## src/rtl/spi_pkg.sv

```systemverilog
// Shared SPI command definitions: frame opcodes and the RAM controller FSM encoding.
package spi_pkg;

  localparam logic [1:0] OP_WR_ADDR = 2'b00;
  localparam logic [1:0] OP_WR_DATA = 2'b01;
  localparam logic [1:0] OP_RD_ADDR = 2'b10;
  localparam logic [1:0] OP_RD_DATA = 2'b11;

  typedef enum logic [1:0] {
    S_IDLE     = 2'b00,
    S_RD_FETCH = 2'b01,
    S_RD_HOLD  = 2'b10
  } state_t;

endpackage

```

## src/rtl/spi_ram_ctrl_if.sv

```systemverilog
// Frame/read-data bundle between the SPI slave (master side) and the RAM controller.
interface spi_ram_ctrl_if;
  logic [9:0] din;
  logic       rx_valid;
  logic [7:0] dout;
  logic       tx_valid;
  logic       cmd_err;

  modport master (output din, rx_valid, input dout, tx_valid, cmd_err);
  modport slave  (input din, rx_valid, output dout, tx_valid, cmd_err);
endinterface

```

## src/rtl/spi_ram_array.sv

```systemverilog
// Single-port synchronous RAM, one-cycle read latency, no reset.
module spi_ram_array #(
  parameter int DEPTH = 256,
  parameter int AW    = 8,
  parameter int DW    = 8
) (
  input  logic          clk,
  input  logic          we,
  input  logic          re,
  input  logic [AW-1:0] addr,
  input  logic [DW-1:0] wdata,
  output logic [DW-1:0] rdata
);

  logic [DW-1:0] mem [DEPTH];

  // Write on we; registered read on re.
  always_ff @(posedge clk) begin
    if (we) mem[addr] <= wdata;
    if (re) rdata <= mem[addr];
  end

endmodule

```

## src/rtl/spi_ram_ctrl.sv

```systemverilog
// Command decoder for SPI frames driving a single-port RAM; returns read bytes.
module spi_ram_ctrl
  import spi_pkg::*;
#(
  parameter int MEM_DEPTH = 256,
  parameter int ADDR_SIZE = 8,
  parameter int AUTO_INC  = 1
) (
  input  logic           clk,
  input  logic           rst_n,
  spi_ram_ctrl_if.slave  bus
);

  state_t                 state, state_nxt;
  logic [ADDR_SIZE-1:0]   wr_addr, wr_addr_nxt, rd_addr, rd_addr_nxt, ram_addr;
  logic                   wr_armed, wr_armed_nxt, rd_armed, rd_armed_nxt;
  logic [7:0]             dout_q, dout_nxt, ram_rdata;
  logic                   tx_valid_q, tx_valid_nxt, cmd_err_q, cmd_err_nxt;
  logic                   ram_we, ram_re;
  logic [1:0]             opcode;
  logic [7:0]             payload;
  logic                   addr_ok;

  assign opcode  = bus.din[9:8];
  assign payload = bus.din[7:0];
  assign addr_ok = int'(payload) < MEM_DEPTH;

  function automatic logic [ADDR_SIZE-1:0] addr_inc(input logic [ADDR_SIZE-1:0] a);
    return (int'(a) == MEM_DEPTH - 1) ? '0 : a + ADDR_SIZE'(1);
  endfunction

  spi_ram_array #(.DEPTH(MEM_DEPTH), .AW(ADDR_SIZE), .DW(8)) u_ram (
    .clk   (clk),
    .we    (ram_we),
    .re    (ram_re),
    .addr  (ram_addr),
    .wdata (payload),
    .rdata (ram_rdata)
  );

  // Next-state decode. RD_HOLD decodes frames exactly like IDLE, but any strobe drops tx_valid.
  always_comb begin
    state_nxt    = state;
    wr_addr_nxt  = wr_addr;
    rd_addr_nxt  = rd_addr;
    wr_armed_nxt = wr_armed;
    rd_armed_nxt = rd_armed;
    dout_nxt     = dout_q;
    tx_valid_nxt = tx_valid_q;
    cmd_err_nxt  = 1'b0;
    ram_we       = 1'b0;
    ram_re       = 1'b0;
    ram_addr     = rd_addr;
    case (state)
      S_RD_FETCH: begin
        dout_nxt     = ram_rdata;
        tx_valid_nxt = 1'b1;
        state_nxt    = S_RD_HOLD;
        if (AUTO_INC != 0) rd_addr_nxt = addr_inc(rd_addr);
        if (bus.rx_valid) cmd_err_nxt = 1'b1;
      end
      default: begin
        if (bus.rx_valid) begin
          tx_valid_nxt = 1'b0;
          state_nxt    = S_IDLE;
          case (opcode)
            OP_WR_ADDR: begin
              if (addr_ok) begin
                wr_addr_nxt  = ADDR_SIZE'(payload);
                wr_armed_nxt = 1'b1;
              end else begin
                wr_armed_nxt = 1'b0;
                cmd_err_nxt  = 1'b1;
              end
            end
            OP_WR_DATA: begin
              if (wr_armed) begin
                ram_we   = 1'b1;
                ram_addr = wr_addr;
                if (AUTO_INC != 0) wr_addr_nxt = addr_inc(wr_addr);
              end else begin
                cmd_err_nxt = 1'b1;
              end
            end
            OP_RD_ADDR: begin
              if (addr_ok) begin
                rd_addr_nxt  = ADDR_SIZE'(payload);
                rd_armed_nxt = 1'b1;
              end else begin
                rd_armed_nxt = 1'b0;
                cmd_err_nxt  = 1'b1;
              end
            end
            OP_RD_DATA: begin
              if (rd_armed) begin
                ram_re    = 1'b1;
                state_nxt = S_RD_FETCH;
              end else begin
                cmd_err_nxt = 1'b1;
              end
            end
            default: cmd_err_nxt = 1'b1;
          endcase
        end
      end
    endcase
  end

  // State, address/arm and output registers.
  always_ff @(posedge clk or negedge rst_n) begin
    if (!rst_n) begin
      state      <= S_IDLE;
      wr_addr    <= '0;
      rd_addr    <= '0;
      wr_armed   <= 1'b0;
      rd_armed   <= 1'b0;
      dout_q     <= '0;
      tx_valid_q <= 1'b0;
      cmd_err_q  <= 1'b0;
    end else begin
      state      <= state_nxt;
      wr_addr    <= wr_addr_nxt;
      rd_addr    <= rd_addr_nxt;
      wr_armed   <= wr_armed_nxt;
      rd_armed   <= rd_armed_nxt;
      dout_q     <= dout_nxt;
      tx_valid_q <= tx_valid_nxt;
      cmd_err_q  <= cmd_err_nxt;
    end
  end

  assign bus.dout     = dout_q;
  assign bus.tx_valid = tx_valid_q;
  assign bus.cmd_err  = cmd_err_q;

endmodule

```

## src/flat_wrapper.sv

```systemverilog
// flat-port wrapper written by rule: the top's interface ports become plain ports
module spi_ram_ctrl_flat import spi_pkg::*;
#(
  parameter int MEM_DEPTH = 256,
  parameter int ADDR_SIZE = 8,
  parameter int AUTO_INC  = 1
)
  (clk, rst_n, bus_din, bus_rx_valid, bus_dout, bus_tx_valid, bus_cmd_err);
  spi_ram_ctrl_if bus_i ();
  input  logic clk;
  input  logic rst_n;
  input wire logic [$bits(bus_i.din)-1:0] bus_din;
  input wire logic [$bits(bus_i.rx_valid)-1:0] bus_rx_valid;
  output wire logic [$bits(bus_i.dout)-1:0] bus_dout;
  output wire logic [$bits(bus_i.tx_valid)-1:0] bus_tx_valid;
  output wire logic [$bits(bus_i.cmd_err)-1:0] bus_cmd_err;
  assign bus_i.din = bus_din;
  assign bus_i.rx_valid = bus_rx_valid;
  assign bus_dout = bus_i.dout;
  assign bus_tx_valid = bus_i.tx_valid;
  assign bus_cmd_err = bus_i.cmd_err;
  spi_ram_ctrl #(.MEM_DEPTH(MEM_DEPTH), .ADDR_SIZE(ADDR_SIZE), .AUTO_INC(AUTO_INC)) u_core (.clk(clk), .rst_n(rst_n), .bus(bus_i));
endmodule
```

## config.mk

```make
export PLATFORM = sky130hd
export DESIGN_NAME = spi_ram_ctrl_flat
export DESIGN_NICKNAME = d
export VERILOG_FILES = /design/src/rtl/spi_pkg.sv /design/src/rtl/spi_ram_ctrl_if.sv /design/src/rtl/spi_ram_array.sv /design/src/rtl/spi_ram_ctrl.sv /design/src/flat_wrapper.sv
export SDC_FILE = /design/constraint.sdc
export NUM_CORES = 2
export LEC_CHECK = 0
export ABC_CLOCK_PERIOD_IN_PS = 5800
export CELL_PAD_IN_SITES_DETAIL_PLACEMENT = 1
export CELL_PAD_IN_SITES_GLOBAL_PLACEMENT = 1
export CORE_MARGIN = 3
export CORE_UTILIZATION = 45
export CTS_BUF_LIST = sky130_fd_sc_hd__clkbuf_4
export CTS_CLUSTER_DIAMETER = 60
export DETAILED_ROUTE_END_ITERATION = 16
export PLACE_DENSITY = 0.68
export SYNTH_ARGS = -nofsm -noshare
export SYNTH_HDL_FRONTEND = slang
export SYNTH_SLANG_ARGS = --single-unit
```

## constraint.sdc

```tcl
create_clock -name clk -period 5.8 [get_ports clk]
set_input_delay 1.45 -clock clk [delete_from_list [all_inputs] [get_ports clk]]
set_output_delay 1.45 -clock clk [all_outputs]
set_load 0.1 [all_outputs]
```

* Yosys cells after proc, flatten, opt, wreduce, memory -nomap -nowiden
Memories as Yosys holds them, arrays and structs flattened. A register that Yosys moved wholly into a read port is not among the register bits. Cells that the tools add are included.
Word-level totals: memory bits (writable) 2048, logic and storage cells 61, memories 1, bits in registers 30
Operators by class: reduce and logical (&&, ||, !) cells 9, bitwise operators 1, multiplexer cells 33, eq/ne operators 7, $add $sub $neg 2
Memories:
- u_core.u_ram.mem | depth 256, width 8, read ports 1, clocked after memory_dff 1, write ports 1, line spi_ram_array.sv:15 | logic [DW-1:0] mem [DEPTH];
Operator list (count):
- two-way mux 8 bit | 10
- two-way mux 1 bit | 18
- adder 8 x 1 -> 8 bit (second input constant) | 2
- == test 8 x 1 -> 1 bit (second input constant) | 2
- one-hot mux 8 bit (2 select lines) | 1
- two-way mux 2 bit | 3
- AND reduction 3 bit | 2
- nonzero test 2 bit | 3
- == test 2 x 1 -> 1 bit (second input constant) | 2
- == test 2 bit (second input constant) | 2
- AND reduction 4 bit | 1
- one-hot mux 1 bit (3 select lines) | 1
- logical NOT 2 bit | 1
- inequality test 2 x 1 -> 1 bit (second input constant) | 1
- AND reduction 2 bit | 1
- OR reduction 2 bit | 1
- NOT 1 bit | 1

* Longest topological paths before layout
depth in word-level cells 6, depth in mapped cells 12, mapped depth without buffers 7

* Cells and area by module
A second synthesis with hierarchy kept.
Unflattened totals: cells, all modules 3727, area total of the unflattened synthesis 80185.7 µm²
Modules (own cells, without submodules):
- spi_ram_array | area each 78572.9 µm², cells an instance 3547, instances 1, sequential area each 61739.2 µm²
- spi_ram_ctrl | area each 1612.8 µm², cells an instance 180, instances 1, sequential area each 725.7 µm²

* Worst setup path before layout
OpenSTA, ideal clock, no wires.
path kind input to register, start in bus_din[9], end mem u_core.u_ram.mem[197][0] (enable), arrival time 4.178 ns, library setup time 0.383 ns, required time 5.417 ns, slack 1.238 ns, stages 10, buffers on the path 5, path through buf_2 > and3b_1 > buf_4 > and3_1 > clkbuf_1 > o31ai_1 > clkbuf_1 > nand2_1 > clkbuf_1 > nor3_1
Between the ends: longest elaborated chain between the ends 6
Ends and longest elaborated chain:
- start, declared | line flat_wrapper.sv:12 | input wire logic [$bits(bus_i.din)-1:0] bus_din;
- == test 2 x 1 -> 1 bit * | line spi_ram_ctrl.sv:66 | case (opcode)
- two-way mux 1 bit | line spi_ram_ctrl.sv:66
- two-way mux 1 bit | line spi_ram_ctrl.sv:63 | if (bus.rx_valid) begin
- two-way mux 1 bit | line spi_ram_ctrl.sv:54 | case (state)
- two-way mux 1 bit | line spi_ram_array.sv:19 | if (we) mem[addr] <= wdata;
- two-way mux 1 bit (not written as such) | line spi_ram_array.sv:19
- end, declared | line spi_ram_array.sv:15
Mark *: on every way between the ends. The rest lies on a longest branch, timed or not.

* Worst setup path in the final report
start reg u_core.state[1], end reg u_core.u_ram.rdata[7] (read register of u_core.u_ram.mem) (data pin)
Between the ends: longest elaborated chain between the ends 2
Ends and longest elaborated chain:
- start, declared | line spi_ram_ctrl.sv:14 | state_t state, state_nxt;
- start signal, assigned | line spi_ram_ctrl.sv:121 | state <= state_nxt;
- == test 2 x 1 -> 1 bit * | line spi_ram_ctrl.sv:54
- two-way mux 8 bit or two-way mux 1 bit (tied branches) | line spi_ram_ctrl.sv:54
- end, declared | line spi_ram_array.sv:12 | output logic [DW-1:0] rdata
Marked as above. A chain may end at the register's enable or synchronous reset.

==> flow_metrics.tcl <==
set metrics [dict create \
    status "completed" \
    nets 6502 \
    worstPathArrival_ps 6340 \
    postRouteAntennaNets 0 \
    cp.required_ps 6880 \
    path_class "reg -> reg" \
    grt_pass1_wl_mm 424 \
    worstPathMaxFanout 50 \
    syn_to_final_growth_pct 16.4 \
    slew-limit-headroom_pct 8.44 \
    ys_ff_latch 2085 \
    die_h_um 436 \
    fp.dieW_um 436 \
    synth-warning-count 0 \
    fin_area_sq_um 96800 \
    h-tree-depth 6 \
    slew_viol_final 0 \
    grt-ovfl-total 0 \
    dp_hpwl_mm 170 \
    grt_use_total_pct 29.7 \
    synth-seq-area-share_pct 75.1 \
    synth_edf_count 2056 \
    drt_iter0_drc 7110 \
    worst_pin_slew_ps 1370 \
    hold_viol_final 0 \
    synth_area_per_cell_sq_um 14.2 \
    drc 0 \
    wl_met2_mm 140 \
    drt-met1-wl_mm 112 \
    num_rows 157 \
    num_io_pins 23 \
    fin_skew_ps 119 \
    coreArea_sq_um 183000 \
    holdBufCountCts 0 \
    cts_resized 0 \
    cts-root-buf "clkbuf_4" \
    via_count 60500 \
    yosys-top-cells-area "edfxtp_1 74%, o21ai_0 12%, a41oi_1 5.7%" \
    dpl_cell_area_sq_um 89800 \
    synth_top_flop_cell "edfxtp_1" \
    max_stage_delay_ps 1060 \
    first_global_vias 62800 \
    end_kind "flip-flop" \
    clk_pin_slew_ps 80 \
    async_flop_share_pct 1.39 \
    holdWs_ps 474 \
    power_uw 37000 \
    wl_per_cell_um 31.0 \
    cts_setup_buffers 0 \
    synth_most_common_cell "o21ai_0" \
    cp_slowest_cell "o41ai_1" \
    synth.cell_area_sq_um 83200 \
    worstHoldPathType "in -> async" \
    maxCapViolCount 0 \
    finalSetupTns_ps 0 \
    fmax_ghz 0.190 \
    routabilityCongestion 0.873 \
    period_minus_slack_ps 5270 \
    tritoncts "done" \
    fin_crit_sh_pct 90.8 \
    viasPerCell 6.49 \
    wirelength_mm 289 \
    r2r_slack_ps 530 \
    cts_max_path_buffers 4 \
    synth_top_area_share_pct 74.2 \
    synth.distinct_cells 44 \
    syn_inst 5867 \
    antenna_found_initial 15 \
    worstPathCellList "nand2b_1 -> a311oi_4 -> buf_12 -> buf_12 -> o21ai_0 -> a41oi_1 -> o41ai_1 -> a41oi_1 -> or4_1" \
    synth_commonest_cells "2071 x o21ai_0, 2056 x edfxtp_1, 544 x a41oi_1, 533 x clkbuf_1, 222 x nor2_1" \
    netlist.top_cell.by_area "edfxtp_1" \
    power_density_nw_per_um2 382 \
    setup_viol 0 \
    cp-start-kind "flip-flop" \
    dr.pass1.iters 5 \
    syn-num-nets 5882 \
    p_leak_uw 0.0291 \
    wl_met3_mm 24.8 \
    route.top_layer_used "met5" \
    io_buffers 22 \
    rsz0062_at_grt "false" \
    start_util_pct 45.3 \
    clk_latency_ps 1360 \
    irDropWorstVdd_v 0.000236 \
    cts_buffers 573 \
    grt_max_degree 140 \
    die_area_sq_um 190000 \
    cts_num_sinks 2085 \
    drive_gt1_share_pct 22.1 \
]
[metal layers]
| layer | vias to the layer above | GRT usage (%) |
|---|---|---|
| met3 | 642 | 6.49 |
| met1 | 31400 | 38.7 |
| met2 | 3319 | 47.9 |
| met4 | 8 | 13.7 |
| met5 | - | 0 |
| li1 | 25200 | - |
[per-stage QoR]
step	instances	setup slack [ps]	util (%)
after floorplan	5867	1240	-
after global placement	8376	-450	49.0
final	9327	531	52.8
after detailed placement	8376	-457	49.0
after global routing	9320	352	52.8
after CTS	9317	562	52.8
[kinds of logic (layout without fill, tap and decap cells)]
group	count (synthesis)	after routing	share of synthesized area, %
AO/OA/AOI/OAI	2775	2775	19.8
adder cells (fa/ha/maj)	2	2	0.0301
buffers and inverters	592	1578	2.74
flip-flops	2085	2085	75.1
multiplexers	8	8	0.135
other	0	10	0
AND/OR/NAND/NOR	405	405	2.14
[layout make-up]
cell class	instances	area (sq um)
Fill cell	18200	86600
Timing Repair Buffer	626	5680
Clock inverter	93	602
Sequential cell	2085	62500
Tap cell	2464	3080
Inverter	11	41.3
Multi-Input combinational cell	3190	18600
Antenna cell	10	25.0
Clock buffer	848	6370
[registers in the layout, indices dropped and copies added (netlist names)]
register,flops
u_core.bus.dout,8
u_core.wr_armed,1
u_core.bus.cmd_err,1
u_core.rd_addr,8
u_core.u_ram.rdata,8
u_core.state,2
u_core.wr_addr,8
u_core.u_ram.mem,2048
u_core.rd_armed,1
[placed cells by master, fill, tap and decap left out, types with 11 or more instances in the layout]
cell type        instances
nor3_1                  57
o21ai_0               2071
buf_4                  533
inv_2                   13
nor2_1                 222
o41ai_1                128
a41oi_1                544
buf_12                  71
clkinv_1                60
nand2_1                 63
clkbuf_4               848
inv_1                   11
edfxtp_1              2056
dfrtp_1                 29
clkdlybuf4s50_1         14
[critical path: cells and delay by family, from the launching register on]
| family | cells | cell delay [ps] |
|---|---|---|
| buffers and inverters | 2 | 470 |
| DFF | 1 | 440 |
| AOI/OAI and AO/OA | 5 | 2390 |
| and+or+nand+nor | 2 | 1600 |
[path summary, 6_finish.rpt]
path	from	endpoint	depth (start not counted)
max	u_core.state[1]	u_core.u_ram.rdata[7]	9
min	rst_n	u_core.bus.dout[4]	2
max reg2reg	u_core.state[1]	u_core.u_ram.rdata[7]	9
min reg2reg	u_core.u_ram.rdata[5]	u_core.bus.dout[5]	2
max in group asynchronous	rst_n	u_core.rd_addr[6]	2
min in group clk	u_core.u_ram.rdata[5]	u_core.bus.dout[5]	2
[where the power goes]
| part | switching, uW | total, uW | internal [uW] |
|---|---|---|---|
| Clock | 6170 | 13200 | 7020 |
| Combinational | 5210 | 7120 | 1910 |
| Sequential | 92.3 | 16700 | 16600 |
| Total | 11500 | 37000 | 25600 |
Note: power is estimated with default switching activity, not from simulation.
